### src/rtl/spi_slave_rx.sv
// SPI responder: oversamples sclk/ss_n/mosi on clk, recovers MSB-first bytes, drives miso.
// Optional macro SPI_SLAVE_OVERRUN_EN enables the sticky overrun flag.
module spi_slave_rx #(
    parameter int DAISY       = 0,
    parameter int SYNC_STAGES = 2
) (
    input  logic       clk,
    input  logic       rst,
    input  logic [1:0] mode,
    input  logic       sclk,
    input  logic       ss_n,
    input  logic       mosi,
    output logic       miso,
    input  logic [7:0] tx_data,
    output logic [7:0] rx_data,
    output logic       rx_valid,
    input  logic       rx_ack,
    output logic       busy,
    output logic       overrun
);

    typedef enum logic {IDLE, SHIFT} state_t;

    logic [SYNC_STAGES-1:0] sclk_sync_q, sclk_sync_d;
    logic [SYNC_STAGES-1:0] ss_sync_q, ss_sync_d;
    logic [SYNC_STAGES-1:0] mosi_sync_q, mosi_sync_d;
    logic                   sclk_hist_q, sclk_hist_d;
    logic                   ss_hist_q, ss_hist_d;
    state_t                 state_q, state_d;
    logic [7:0]             shreg_q, shreg_d;
    logic [7:0]             rxbuf_q, rxbuf_d;
    logic [7:0]             rx_data_q, rx_data_d;
    logic [2:0]             bit_cnt_q, bit_cnt_d;
    logic                   first_q, first_d;
    logic                   reload_q, reload_d;
    logic                   done_q, done_d;
    logic                   rx_valid_q, rx_valid_d;
    logic                   miso_q, miso_d;
    logic                   busy_q, busy_d;
    logic                   overrun_q, overrun_d;

    logic cpol, cpha, sclk_s, ss_s, mosi_s;
    logic lead, trail, sample_edge, shift_edge, ss_fall, ss_rise;

    assign cpol        = mode[1];
    assign cpha        = mode[0];
    assign sclk_s      = sclk_sync_q[SYNC_STAGES-1];
    assign ss_s        = ss_sync_q[SYNC_STAGES-1];
    assign mosi_s      = mosi_sync_q[SYNC_STAGES-1];
    assign lead        = (sclk_hist_q == cpol) && (sclk_s != cpol);
    assign trail       = (sclk_hist_q != cpol) && (sclk_s == cpol);
    assign sample_edge = cpha ? trail : lead;
    assign shift_edge  = cpha ? lead : trail;
    assign ss_fall     = ss_hist_q && !ss_s;
    assign ss_rise     = !ss_hist_q && ss_s;

    always_comb begin
        sclk_sync_d = {sclk_sync_q[SYNC_STAGES-2:0], sclk};
        ss_sync_d   = {ss_sync_q[SYNC_STAGES-2:0], ss_n};
        mosi_sync_d = {mosi_sync_q[SYNC_STAGES-2:0], mosi};
        sclk_hist_d = sclk_s;
        ss_hist_d   = ss_s;
        state_d     = state_q;
        shreg_d     = shreg_q;
        rxbuf_d     = rxbuf_q;
        rx_data_d   = rx_data_q;
        bit_cnt_d   = bit_cnt_q;
        first_d     = first_q;
        reload_d    = reload_q;
        done_d      = 1'b0;
        rx_valid_d  = rx_valid_q;
        overrun_d   = overrun_q;

        // done_q marks the cycle a byte completes; it beats a same-cycle ack
        if (done_q)
            rx_valid_d = 1'b1;
        else if (rx_ack && rx_valid_q)
            rx_valid_d = 1'b0;

`ifdef SPI_SLAVE_OVERRUN_EN
        if (done_q && rx_valid_q && !rx_ack)
            overrun_d = 1'b1;
        else if (rx_ack && !done_q)
            overrun_d = 1'b0;
`else
        overrun_d = 1'b0;
`endif

        case (state_q)
            IDLE: begin
                if (ss_fall) begin
                    state_d   = SHIFT;
                    bit_cnt_d = '0;
                    first_d   = 1'b1;
                    reload_d  = 1'b0;
                    if (DAISY == 0)
                        shreg_d = tx_data;
                end
            end
            SHIFT: begin
                if (ss_rise) begin
                    state_d   = IDLE;
                    bit_cnt_d = '0;
                    reload_d  = 1'b0;
                end else begin
                    if (lead || trail)
                        first_d = 1'b0;
                    if (sample_edge) begin
                        rxbuf_d   = {rxbuf_q[6:0], mosi_s};
                        bit_cnt_d = bit_cnt_q + 3'd1;
                        if (bit_cnt_q == 3'd7) begin
                            rx_data_d = {rxbuf_q[6:0], mosi_s};
                            done_d    = 1'b1;
                            if (DAISY == 0)
                                reload_d = 1'b1;
                        end
                    end
                    // with cpha=1 the MSB is already on miso before the first edge
                    if (shift_edge && !(first_q && cpha)) begin
                        if (reload_q) begin
                            shreg_d  = tx_data;
                            reload_d = 1'b0;
                        end else begin
                            shreg_d = {shreg_q[6:0], (DAISY != 0) ? rxbuf_q[0] : 1'b0};
                        end
                    end
                end
            end
            default: state_d = IDLE;
        endcase

        busy_d = (state_d == SHIFT);
        miso_d = (state_d == SHIFT) ? shreg_d[7] : 1'b0;
    end

    always_ff @(posedge clk) begin
        if (!rst) begin
            sclk_sync_q <= '0;
            ss_sync_q   <= '0;
            mosi_sync_q <= '0;
            sclk_hist_q <= 1'b0;
            ss_hist_q   <= 1'b0;
            state_q     <= IDLE;
            shreg_q     <= '0;
            rxbuf_q     <= '0;
            rx_data_q   <= '0;
            bit_cnt_q   <= '0;
            first_q     <= 1'b0;
            reload_q    <= 1'b0;
            done_q      <= 1'b0;
            rx_valid_q  <= 1'b0;
            miso_q      <= 1'b0;
            busy_q      <= 1'b0;
            overrun_q   <= 1'b0;
        end else begin
            sclk_sync_q <= sclk_sync_d;
            ss_sync_q   <= ss_sync_d;
            mosi_sync_q <= mosi_sync_d;
            sclk_hist_q <= sclk_hist_d;
            ss_hist_q   <= ss_hist_d;
            state_q     <= state_d;
            shreg_q     <= shreg_d;
            rxbuf_q     <= rxbuf_d;
            rx_data_q   <= rx_data_d;
            bit_cnt_q   <= bit_cnt_d;
            first_q     <= first_d;
            reload_q    <= reload_d;
            done_q      <= done_d;
            rx_valid_q  <= rx_valid_d;
            miso_q      <= miso_d;
            busy_q      <= busy_d;
            overrun_q   <= overrun_d;
        end
    end

    assign miso     = miso_q;
    assign rx_data  = rx_data_q;
    assign rx_valid = rx_valid_q;
    assign busy     = busy_q;
    assign overrun  = overrun_q;

endmodule

### config.mk
export PLATFORM = sky130hd
export DESIGN_NAME = spi_slave_rx
export DESIGN_NICKNAME = d
export VERILOG_FILES = /design/src/rtl/spi_slave_rx.sv
export SDC_FILE = /design/constraint.sdc
export NUM_CORES = 1
export LEC_CHECK = 0
export ABC_AREA = 1
export ABC_CLOCK_PERIOD_IN_PS = 3200
export CORE_UTILIZATION = 38
export CTS_CLUSTER_SIZE = 40
export DETAILED_ROUTE_END_ITERATION = 8
export PLACE_DENSITY = 0.72
export SKIP_CTS_REPAIR_TIMING = 1
export SYNTH_ARGS = -nofsm -noshare
export SYNTH_HDL_FRONTEND = slang
export SYNTH_SLANG_ARGS = --single-unit
### constraint.sdc
create_clock -name clk -period 3.2 [get_ports clk]
set_input_delay 0.64 -clock clk [delete_from_list [all_inputs] [get_ports clk]]
set_output_delay 0.64 -clock clk [all_outputs]
set_load 0.02 [all_outputs]
-- Word level (Yosys, flattened, before mapping)
Cells that the tools add are included.
Widths: inputs -> output; s select.
- bits in read-only memories: 0
- memories kept: 0
- input bits: 16
- output and inout port bits: 12
- logic and storage cells: 78
- bits in registers: 40
- memory bits (writable): 0
- latch bits: 0
- divide/modulo/power cells: 0
- order comparisons: 0
- $add $sub $neg: 1
- multiplexer cells: 28
- eq/ne operators: 10
- shift-type cells: 0
- reductions and logical operators: 19
- bitwise logic cells: 4
- multipliers: 0
- operators by type and width (operator ; number):
    $mux 8 ; 4
    $mux 1 ; 16
    $pmux 8 s2 ; 1
    $mux 3 ; 3
    $reduce_and 3->1 ; 3
    $logic_and 1x1->1 ; 7
    $pmux 1 s2 ; 3
    $pmux 3 s2 ; 1
    $ne 2x1->1 const B ; 2
    $ne 2x2->1 const B ; 2
    $not 1->1 ; 4
    $reduce_and 2->1 ; 2
    $reduce_and 4->1 ; 1
    $reduce_or 4->1 ; 1
    $add 3x1->3 const B ; 1
    $eq 3x3->1 const B ; 1
    $logic_not 1->1 ; 3
    $ne 3x1->1 const B ; 1
    $eq 1x1->1 ; 2
    $ne 1x1->1 ; 2
    $reduce_bool 2->1 ; 1
    $logic_or 1x1->1 ; 1

-- Depth between registers and ports, before layout
- depth after elaboration: 8
- depth in mapped cells: 10
- depth with buffers taken out: 10

-- Least setup slack after synthesis
Ideal clock, no wire load.
- path type: input-to-reg
- start: in mode[1]
- end: reg bit_cnt_q[1]
- cell stages on the path: 8
- arrival: 1704 ps
- buffers on the path: 0
- slack: 1424 ps
- setup time: 72 ps
- data required time: 3128 ps
- path through: xor2_1 > inv_1 > ha_1 > inv_1 > o21ai_2 > o21ai_0 > nand2_1 > a21oi_1
- word-level cells in the longest chain between the ends: 5
- elaborated cells on any way between the ends: 9
- classes of those cells: eq/ne (5); mux (1); reduce/logical (3)
- ends and longest elaborated chain (element ; RTL line ; RTL):
    start, declared ; 9 ; input logic [1:0] mode,
    $eq 1x1->1, or another cell as far along ; 50 ; assign lead = (sclk_hist_q == cpol) && (sclk_s != cpol);
    $logic_and 1x1->1, on equally long branches ; 50, 51 ;
    $mux 1 (*) ; 52 ; assign sample_edge = cpha ? trail : lead;
    $ne 3x1->1 (no source line) (*) ; -- ;
    $reduce_and 2->1 (no source line) (*) ; -- ;
    end signal, assigned ; 165 ; bit_cnt_q <= bit_cnt_d;
    end, declared ; 33 ; logic [2:0] bit_cnt_q, bit_cnt_d;
Every way passes the cells marked *; elsewhere a longest branch is shown, timed or not.
A chain may end at the register's enable or synchronous reset.

-- Final worst setup path
Same ends and word-level chain as after synthesis.

==> Implementation_results.wiki <==
{| class="wikitable"
! Metric !! Value
|-
| Antenna violations before repair || 0
|-
| Top Ports || 28
|-
| Floorplan die height || slightly above 70 um
|-
| Final critical path time including I/O delays and setup || between 2 and 2.5 ns
|-
| # rows || 24
|-
| Diodes inserted || 0
|-
| Type of destination of the critical path || register
|-
| Post-route antenna net violation count || 0
|-
| TritonRoute pass-1 iters || 6
|-
| Maximum number of pins on one net before global-route repair || 31
|-
| Die extent in x || between 70 and 80 um
|-
| Hold Violations, Final || 0
|-
| Setup TNS || 0 ns
|-
| Worst Skew || approximately 0.0070 ns
|-
| Total routing usage reported by global routing || 0.147
|-
| Pre-CTS setup slack || 0.665 ns
|-
| VDD IR max || 219 uV
|-
| Crit path max fanout || 4
|-
| Vias in the first global route || 1368
|-
| Clk pin slew, worst setup/hold paths || around 0.080 ns
|-
| Area of the core || approximately 4400 sq um
|-
| RSZ-0062 raised after global routing || false
|-
| CTS Buf Count || 5
|-
| Maximum clock insertion buffer count || 2
|-
| Finish-stage setup viols || 0
|-
| Status || finished, violations left
|-
| Average detailed-routed wire length per instance || roughly 10 um
|-
| Full die area || 5000 sq um
|-
| Least setup slack across all paths after layout || 0.966 ns
|-
| Area of the mapped netlist || 1800 sq um
|-
| Cells after Synth || 253
|-
| Synthesized area per cell || 7.10 sq um
|-
| Avg Vias per Cell || roughly 4.6
|-
| Area growth from synthesis to final layout || 22.3%
|-
| Detailed-placement wirelength estimate || 2.24 mm
|-
| Number of flip-flops and latches in the synthesized netlist || 40
|-
| First-pass GRT wire length || 5.78 mm
|-
| Yosys cell types || 27
|-
| Detailed-route DRC error count || 6
|-
| Worst Max-Slew Pin Slew || 0.506 ns
|-
| Synthesized Nets || approximately 280
|-
| Min-Delay Startpoint || sclk_sync_q[0]$_SDFF_PN0_
|-
| Required arrival time at the worst endpoint || 3.42 ns
|-
| Post-layout nets || between 300 and 400
|-
| Wirelength, routed || around 3.3 mm
|-
| CTS Sinks || 40
|-
| Final number of max-transition violations || 0
|-
| Min-Delay Path Class || register to register
|-
| Worst setup SP type || input port
|-
| Number of vias in the routed layout || 1525
|-
| Number of buffers inserted by port buffering || 26
|-
| Max Fclk || 0.448 GHz
|-
| Violation count after the first detailed-route iteration || 112
|-
| TritonCTS clock tree || done
|-
| Pwr dens || 471 nW/um^2
|-
| Share of cells above drive strength 1 || 0.0714
|-
| Crit. Startpoint || mode[1]
|-
| Residual overflow from global routing || 0
|-
| Final cycle utilization of the critical path || 0.698
|-
| Reg2Reg Launch Point || sclk_hist_q$_SDFF_PN0_
|-
| Cell leakage power || 1.03 nW
|-
| Effective utilization at floorplan || 0.404
|-
| Failing checks || DRC
|-
| Part of the Yosys area used for sequential elements || 0.446
|-
| Max-capacitance violation count || 0
|-
| Data arrival, critical path || 2.46 ns
|-
| Latest clock arrival within the worst-skew pair || 0.29 ns
|-
| Post-place instance area || 2070 sq um
|-
| Clock tree root buffer cell || sky130_fd_sc_hd__clkbuf_8
|-
| Routability congestion estimate from global placement || 0.782
|-
| Relative slew slack || 0.662
|-
| Final design instance area without fill || 2200 sq um
|-
| Synth warnings || 0
|-
| Category of the critical setup timing path || input port to register
|-
| H-tree levels || 2
|}
-- worst max-delay path, stage by stage --
cell and delay [ns]:
sky130_fd_sc_hd__clkdlybuf4s50_1 0.51, sky130_fd_sc_hd__xor2_1 0.25, sky130_fd_sc_hd__inv_1 0.10, sky130_fd_sc_hd__ha_1 0.20, sky130_fd_sc_hd__inv_1 0.06, sky130_fd_sc_hd__o21ai_2 0.11
sky130_fd_sc_hd__o21ai_0 0.36, sky130_fd_sc_hd__nand2_1 0.10, sky130_fd_sc_hd__a21oi_1 0.13
-- per-stage QoR --
stage,std cells,total power [mW],utilization,hold WS (ns)
after global placement,324,0.611,0.467,0.396
after detailed placement,324,0.613,0.467,0.398
after floorplan,253,0.582,-,0.390
after CTS,332,1.05,0.494,0.418
final,332,1.04,0.494,0.414
after global routing,332,1.09,0.494,0.431
-- sequential cells by signal (all words and copies together), names as in the netlist --
signal	count
mosi_sync_q	2
busy	1
shreg_q	8
first_q	1
rx_valid	1
sclk_sync_q	2
bit_cnt_q	3
reload_q	1
sclk_hist_q	1
miso	1
rxbuf_q	7
ss_sync_q	2
rx_data	8
done_q	1
ss_hist_q	1
-- cell usage in the layout, fill, tap and decap left out, drive strengths merged --
cell and n:
nor2 49, inv 37, clkbuf 6, a21oi 23, clkdlybuf4s50 26, bufinv 1
buf 1, clkinv 3, xnor2 1, ha 6, xor2 1, o21a 1
nand4 1, nor3 5, nand3 8, dfxtp 40, o21ai 17, conb 1
nand2 53
-- power breakdown --
part | switching (mW) | internal (mW) | leakage [nW]
combinational | 0.0491 | 0.0376 | 0.641
clock | 0.180 | 0.255 | 0.0614
sequential | 0.00521 | 0.509 | 0.324
-- cell usage after synthesis --
cell type	number	share of area
sky130_fd_sc_hd__buf_6	2	0.013
sky130_fd_sc_hd__nor3_1	5	0.014
sky130_fd_sc_hd__a21oi_2	1	0.0049
sky130_fd_sc_hd__nand3_1	7	0.020
sky130_fd_sc_hd__nand2_4	1	0.0063
sky130_fd_sc_hd__xor2_1	1	0.0049
sky130_fd_sc_hd__clkinv_1	1	0.0021
sky130_fd_sc_hd__o21ai_2	1	0.0049
sky130_fd_sc_hd__clkbuf_2	1	0.0028
sky130_fd_sc_hd__buf_4	1	0.0042
sky130_fd_sc_hd__buf_2	3	0.0084
sky130_fd_sc_hd__ha_1	6	0.042
sky130_fd_sc_hd__clkinv_2	1	0.0028
sky130_fd_sc_hd__clkbuf_1	1	0.0021
sky130_fd_sc_hd__dfxtp_1	40	0.45
sky130_fd_sc_hd__o21a_1	1	0.0042
sky130_fd_sc_hd__nand3_4	1	0.0098
sky130_fd_sc_hd__xnor2_1	1	0.0049
sky130_fd_sc_hd__conb_1	1	0.0021
sky130_fd_sc_hd__nand2_2	3	0.010
sky130_fd_sc_hd__nand2_1	49	0.10
sky130_fd_sc_hd__o21ai_0	16	0.045
sky130_fd_sc_hd__nor2_1	49	0.10
sky130_fd_sc_hd__a21oi_1	22	0.061
sky130_fd_sc_hd__inv_1	34	0.071
sky130_fd_sc_hd__inv_2	3	0.0063
sky130_fd_sc_hd__nand4_1	1	0.0035
-- final cells by class --
cell class / instances / area [sq um]
inverters: 39 / 148
clock inverters: 2 / 38.8
well taps: 52 / 65.1
clock buffers: 6 / 82.6
multi-input cells: 166 / 793
repair buffers: 27 / 268
flip-flops and latches: 40 / 801
fillers: 460 / 2250
-- cells by family (layout without fill, tap and decap cells) --
kind of cell    count (synthesis)  count (layout)  share of synthesized area
flops                          40              40                      0.446
other cells                     1               1                    0.00209
xor+xnor                        2               2                    0.00976
simple gates                  116             116                      0.268
buf+inv                        47              74                      0.112
compound gates                 41              41                      0.120
fa+ha+maj                       6               6                     0.0418
-- final timing paths --
check / endpoint / slack [ns] / cells past startpoint
min: sclk_sync_q[1]$_SDFF_PN0_ / 0.41 / 2
min reg2reg: sclk_sync_q[1]$_SDFF_PN0_ / 0.41 / 2
max reg2reg: bit_cnt_q[1]$_SDFFE_PN0P_ / 1.51 / 8
max: bit_cnt_q[1]$_SDFFE_PN0P_ / 0.97 / 9
-- routing by layer --
metal / global-route usage / wire length (um) / up-vias
li1: - / - / 829
met1: 0.181 / 1570 / 652
met2: 0.236 / 1510 / 36
met3: 0.0370 / 165 / 8
met4: 0.0800 / 74 / 0
met5: 0 / 0 / -
Power figures use the tool's default switching activity.
